**config.mk**
```make
export PLATFORM = sky130hd
export DESIGN_NAME = alu_share_arbiter
export DESIGN_NICKNAME = d
export VERILOG_FILES = /design/src/rtl/alu_pkg.sv /design/src/rtl/alu_share_arbiter_rr_arb2.sv /design/src/rtl/alu_share_arbiter.sv
export SDC_FILE = /design/constraint.sdc
export NUM_CORES = 1
export LEC_CHECK = 0
export BUFFER_PORTS_ARGS = -buffer_cell sky130_fd_sc_hd__buf_2
export CAP_MARGIN = 30
export CORE_ASPECT_RATIO = 1.5
export CORE_MARGIN = 1.5
export CORE_UTILIZATION = 35
export CTS_BUF_LIST = sky130_fd_sc_hd__clkbuf_2
export DETAILED_ROUTE_END_ITERATION = 6
export PLACE_DENSITY = 0.73
export SLEW_MARGIN = 20
export SYNTH_ARGS = -nofsm -noshare
export SYNTH_HDL_FRONTEND = slang
export SYNTH_SLANG_ARGS = --single-unit
```
**constraint.sdc**
```tcl
create_clock -name clk -period 2.2 [get_ports clk]
set_input_delay 0.44 -clock clk [delete_from_list [all_inputs] [get_ports clk]]
set_output_delay 0.44 -clock clk [all_outputs]
set_load 0.02 [all_outputs]
```
**src/rtl/alu_pkg.sv**
```systemverilog
// ALUOp encodings, arbiter FSM states and the legal-op check shared by the
// ALU sharing arbiter (legality only matters when ALU_ARB_OPCHECK_EN is defined).
package alu_pkg;

  localparam logic [4:0] OP_SLL  = 5'b00000;
  localparam logic [4:0] OP_SRA  = 5'b00001;
  localparam logic [4:0] OP_SRL  = 5'b00010;
  localparam logic [4:0] OP_ADD  = 5'b00011;
  localparam logic [4:0] OP_SUB  = 5'b00100;
  localparam logic [4:0] OP_AND  = 5'b00101;
  localparam logic [4:0] OP_OR   = 5'b00110;
  localparam logic [4:0] OP_XOR  = 5'b00111;
  localparam logic [4:0] OP_NOR  = 5'b01000;
  localparam logic [4:0] OP_SLTU = 5'b01001;
  localparam logic [4:0] OP_SLT  = 5'b01010;
  localparam logic [4:0] OP_MUL  = 5'b01101;
  localparam logic [4:0] OP_BNE  = 5'b01111;

  typedef enum logic [1:0] {
    ST_IDLE = 2'd0,
    ST_EXEC = 2'd1,
    ST_RESP = 2'd2
  } state_t;

  // The contiguous block SLL..SLT plus the two stragglers MUL and BNE
  function automatic logic op_is_legal(input logic [4:0] op);
    return (op <= OP_SLT) || (op == OP_MUL) || (op == OP_BNE);
  endfunction

endpackage

```
**src/rtl/alu_share_arbiter_rr_arb2.sv**
```systemverilog
// Combinational two-way round-robin picker: a lone requester always wins,
// on a tie the requester that was not granted last time wins.
module rr_arb2 (
  input  logic [1:0] valid,
  input  logic       last_grant,
  output logic [1:0] grant
);

  always_comb begin
    grant = 2'b00;
    case (valid)
      2'b01:   grant = 2'b01;
      2'b10:   grant = 2'b10;
      2'b11:   grant = last_grant ? 2'b01 : 2'b10;
      default: grant = 2'b00;
    endcase
  end

endmodule

```
**src/rtl/alu_share_arbiter.sv**
```systemverilog
// Shares one external combinational ALU between two requesters (IDLE->EXEC->RESP).
// Define ALU_ARB_OPCHECK_EN to reject illegal ALUOps with resp_err instead of using the ALU default.
module alu_share_arbiter
  import alu_pkg::*;
#(
  parameter int DATA_W = 32,
  parameter int OP_W   = 5,
  parameter int SA_W   = 5
) (
  input  logic                clk,
  input  logic                rst_n,
  input  logic [1:0]          req_valid,
  output logic [1:0]          req_ready,
  input  logic [2*DATA_W-1:0] req_a,
  input  logic [2*DATA_W-1:0] req_b,
  input  logic [2*SA_W-1:0]   req_sa,
  input  logic [2*OP_W-1:0]   req_op,
  output logic [1:0]          resp_valid,
  input  logic [1:0]          resp_ready,
  output logic [DATA_W-1:0]   resp_result,
  output logic                resp_zero,
  output logic                resp_err,
  output logic [DATA_W-1:0]   alu_a,
  output logic [DATA_W-1:0]   alu_b,
  output logic [SA_W-1:0]     alu_sa,
  output logic [OP_W-1:0]     alu_op,
  input  logic [DATA_W-1:0]   alu_result,
  input  logic                alu_zero,
  output logic                busy
);

  state_t            state;
  logic              last_grant;
  logic              resp_id;
  logic [1:0]        grant;
  logic              accept;
  logic              acc_id;
  logic [DATA_W-1:0] sel_a;
  logic [DATA_W-1:0] sel_b;
  logic [SA_W-1:0]   sel_sa;
  logic [OP_W-1:0]   sel_op;

  rr_arb2 u_rr_arb2 (
    .valid      (req_valid),
    .last_grant (last_grant),
    .grant      (grant)
  );

  assign req_ready = (state == ST_IDLE) ? grant : 2'b00;
  assign accept    = |(req_valid & req_ready);
  assign acc_id    = req_ready[1];

  assign sel_a  = acc_id ? req_a[2*DATA_W-1:DATA_W] : req_a[DATA_W-1:0];
  assign sel_b  = acc_id ? req_b[2*DATA_W-1:DATA_W] : req_b[DATA_W-1:0];
  assign sel_sa = acc_id ? req_sa[2*SA_W-1:SA_W]    : req_sa[SA_W-1:0];
  assign sel_op = acc_id ? req_op[2*OP_W-1:OP_W]    : req_op[OP_W-1:0];

`ifdef ALU_ARB_OPCHECK_EN
  logic op_bad;
  logic err_q;

  // The illegal flag rides alongside the operands so EXEC can squash the ALU output
  always_ff @(posedge clk or negedge rst_n) begin
    if (!rst_n) begin
      op_bad <= 1'b0;
      err_q  <= 1'b0;
    end else if (state == ST_IDLE && accept) begin
      op_bad <= !op_is_legal(sel_op);
    end else if (state == ST_EXEC) begin
      err_q  <= op_bad;
    end
  end

  assign resp_err = err_q;
`else
  assign resp_err = 1'b0;
`endif

  always_ff @(posedge clk or negedge rst_n) begin
    if (!rst_n) begin
      state       <= ST_IDLE;
      last_grant  <= 1'b1;
      resp_id     <= 1'b0;
      alu_a       <= '0;
      alu_b       <= '0;
      alu_sa      <= '0;
      alu_op      <= '0;
      resp_result <= '0;
      resp_zero   <= 1'b0;
      resp_valid  <= 2'b00;
      busy        <= 1'b0;
    end else begin
      case (state)
        ST_IDLE: begin
          if (accept) begin
            alu_a      <= sel_a;
            alu_b      <= sel_b;
            alu_sa     <= sel_sa;
`ifdef ALU_ARB_OPCHECK_EN
            alu_op     <= op_is_legal(sel_op) ? sel_op : '0;
`else
            alu_op     <= sel_op;
`endif
            resp_id    <= acc_id;
            last_grant <= acc_id;
            busy       <= 1'b1;
            state      <= ST_EXEC;
          end
        end
        ST_EXEC: begin
`ifdef ALU_ARB_OPCHECK_EN
          resp_result <= op_bad ? '0 : alu_result;
          resp_zero   <= op_bad ? 1'b0 : alu_zero;
`else
          resp_result <= alu_result;
          resp_zero   <= alu_zero;
`endif
          resp_valid  <= resp_id ? 2'b10 : 2'b01;
          state       <= ST_RESP;
        end
        ST_RESP: begin
          // Only the owner's ready completes the response
          if (resp_ready[resp_id]) begin
            resp_valid <= 2'b00;
            busy       <= 1'b0;
            state      <= ST_IDLE;
          end
        end
        default: state <= ST_IDLE;
      endcase
    end
  end

endmodule

```
==> summary.txt <==
STATUS
--------------------------------------------------------------------------------
Result of the run                                                      completed

DETAILED ROUTING
--------------------------------------------------------------------------------
Residual antenna-violating net count after detailed routing                    0
Detailed-route vias per instance                                            4.80
Average wire length per cell after detail routing                        15.4 um
Iteration-0 DRC count of the detailed router                                 186
Number of vias after detailed routing                                       5769
DRC violation count after routing                                              0
Drt total wl                                                             18.6 mm
Number of iterations in the first detailed-routing pass                        5

STA
--------------------------------------------------------------------------------
Final Skew                                                             0.0266 ns
Transition time at the pin with the least slew margin                   0.610 ns
Final setup fails                                                              0
Period minus WS final                                                    2.09 ns
Setup repair after global routing missed its margin                          yes
Final-report max-slew violation count                                          0
Final TNS setup                                                             0 ns
Final-report hold violation count                                              0
Tightest hold margin                                                   0.0802 ns
Worst slew margin relative to its limit                                    59.4%
Final worst-path cycle share                                               95.1%
Fmax achieved                                                          0.478 GHz

FLOORPLAN
--------------------------------------------------------------------------------
Die Outline Area                                                      14900 um^2
Top-Level Pins                                                               300
CORE AREA                                                             13900 um^2
Initial core utilization                                                   35.5%
Die width                                                                 100 um
DIE HEIGHT                                                                149 um
Site row count                                                                53

CLOCK NETWORK
--------------------------------------------------------------------------------
Worst skew pair latency                                                  0.64 ns
Total CTS buffers                                                             17
Buffer type at the clock tree root                                  sky130_fd_sc_hd__clkbuf_2
CTS tree                                                                   built
Maximum clock insertion buffer count                                           2
TritonCTS sink count                                                         114
Clock transition at path regs                                            0.18 ns
Htree depth                                                                    4

WORST SETUP PATH
--------------------------------------------------------------------------------
Maximum fanout encountered on the critical timing path                        48
Critical path required time                                              2.78 ns
Sequence of cells on the critical path                              nand2b_4 -> and3_4 -> buf_6 -> a21oi_2 -> o21ai_1 -> dlygate4sd3_1
Path type of the worst setup path                                   register to register
Path depth of the worst reg2reg path                                           6
Critical path startpoint category                                       register
Crit-path slowest cell                                              sky130_fd_sc_hd__dfstp_2
Endpoint class of the critical path                                     register
Largest incremental delay on the critical path                           0.58 ns
Critical path data arrival time                                          2.67 ns

PWR
--------------------------------------------------------------------------------
Switching fraction of total power                                          46.7%
Part of the total power dissipated in combinational logic                  54.2%
Power Density                                                       1340 nW/um^2
Worst voltage drop across the vdd grid                                    793 uV
Leak pwr                                                                 4.35 nW
Internal power                                                           5.99 mW
Total power draw                                                         11.3 mW
Fraction of power consumed by the clock network                            13.0%
Net switching power                                                      5.26 mW
Sequential group share of total power                                      32.8%

FINISH
--------------------------------------------------------------------------------
Fraction of final layout cells with drive strength greater than 1          35.1%
Count of fill cells added during filler insertion                           1192
# nets final                                                                1210
Commonest non-fill, non-tap cell in the layout                      sky130_fd_sc_hd__buf_2
FF+latch area                                                          2860 um^2
Area of the multi-input gates                                          1860 um^2
Area overhead of the layout relative to synthesis                          69.8%
Post-layout utilization of the core                                        60.3%
Commonest non-fill, non-tap cells in the layout                     sky130_fd_sc_hd__buf_2 (295), sky130_fd_sc_hd__nand2_1 (181), sky130_fd_sc_hd__dlygate4sd3_1 (156)
Final Non-Filler Cells                                                      1202

HOLD PATH
--------------------------------------------------------------------------------
Number of cells on the worst hold path                                         3
Hold/Removal Path Class                                             primary input to register

PLACE
--------------------------------------------------------------------------------
Total of buffers placed on input and output ports                            298
Post-Place Cells                                                            1010
Hpwl dp                                                                  11.0 mm
Last weighted congestion value of the routability-driven placer            0.838

GLOBAL ROUTE
--------------------------------------------------------------------------------
Total congestion overflow                                                      0
Vias in the first global route                                              5728
Initial antenna violation count                                                1
Maximum number of pins on one net before global-route repair                 115
Global-route wire length before repair                                   27.9 mm
GRT Total Usage                                                            24.2%

LOGIC SYNTHESIS
--------------------------------------------------------------------------------
Number of nets in the synthesized netlist                                    764
Flip-flop and latch count after synthesis                                    114
Yosys warning count                                                            0
Number of instances in the synthesized netlist                               577
Cell variety after synth                                                      24
Sequential element share of the synthesized area                           57.7%
Syn_area_per_cell                                                      8.57 um^2
Netlist area before placement                                          4940 um^2

FLOW RUN
--------------------------------------------------------------------------------
Max-Cap Viols                                                                  0

==> final cells by class <==
type,count,area share (%)
timing repair buffer,469,38.2
sequential,114,34.0
multi-input combinational,418,22.2
antenna,1,0.0298
clock inverter,15,1.98
clock buffer,17,1.01
inverter,3,0.134
tap,165,2.46
==> final timing paths <==
path / start / to / slack, ns
max: last_grant / alu_a[9] / 0.11
min: req_sa[9] / alu_sa[4] / 0.08
max reg2reg: last_grant / alu_a[9] / 0.11
min reg2reg: last_grant / last_grant / 0.49
max in group asynchronous: rst_n / state[1] / 1.32
min in group asynchronous: rst_n / resp_result[9] / 0.41
==> registers in the layout, summed over array words and instances (netlist names) <==
register	cells
resp_result	32
alu_a	32
state	2
busy	1
resp_valid	2
resp_zero	1
alu_b	32
resp_id	1
last_grant	1
alu_op	5
alu_sa	5
==> power by group through the flow <==
stage	registers [mW]	logic [mW]	clock network (mW)
after CTS	3.66	5.93	1.53
after global routing	3.80	6.64	1.63
after detailed placement	3.70	5.48	0
final	3.69	6.10	1.47
after global placement	3.67	5.38	0
after floorplan	4.94	2.40	0
==> stage by stage <==
stage	setup slack (ns)	cell area [um^2]
finish	0.107	8390
global route	-0.0312	8390
CTS	0.00381	8260
detailed placement	0.462	6510
global placement	0.535	6510
floorplan	0.694	4940
==> worst max-delay path, delay by kind of cell (launching register included) <==
kind	cells	cell delay, ns
buffers and inverters	2	0.95
DFF	1	0.58
and+or+nand+nor	2	0.30
AOI/OAI and AO/OA	2	0.21
==> logic make-up (layout without fill, tap and decap cells) <==
logic type / after synthesis / count (layout) / synth area share [%]
simple gates: 263 / 263 / 20.3
compound gates: 153 / 153 / 16.4
mux: 1 / 1 / 0.228
buf+inv: 45 / 504 / 5.26
other cells: 1 / 2 / 0.0759
flops: 114 / 114 / 57.7
==> synth_stat cells, drive strengths merged <==
master	count	area share, %
o22ai	1	0.13
nor2	75	5.7
o21ai	52	5.3
clkbuf	6	0.46
nand2	181	14
inv	3	0.23
nor2b	2	0.25
and3	1	0.13
a21oi	100	11
buf	36	4.6
nand3	1	0.10
mux2	1	0.23
conb	1	0.076
dfstp	1	0.53
dfrtp	113	57
nand2b	3	0.38
==> per-layer routing <==
metal	track usage, %	up-vias	wire length, um
met3	5.97	62	1230
li1	-	2758	-
met1	25.4	2690	6680
met2	43.8	259	9850
met5	0	-	0
met4	13.0	0	808
==> repair_timing <==
action	4_1_cts	5_1_grt
hold buffers	149	7
gates cloned	0	0
setup endpoints to repair	2	17
setup buffers	0	3
pin swaps	0	1
endpoints found under the hold margin	216	7
gates resized for setup	2	11
Note: power is estimated with default switching activity, not from simulation.
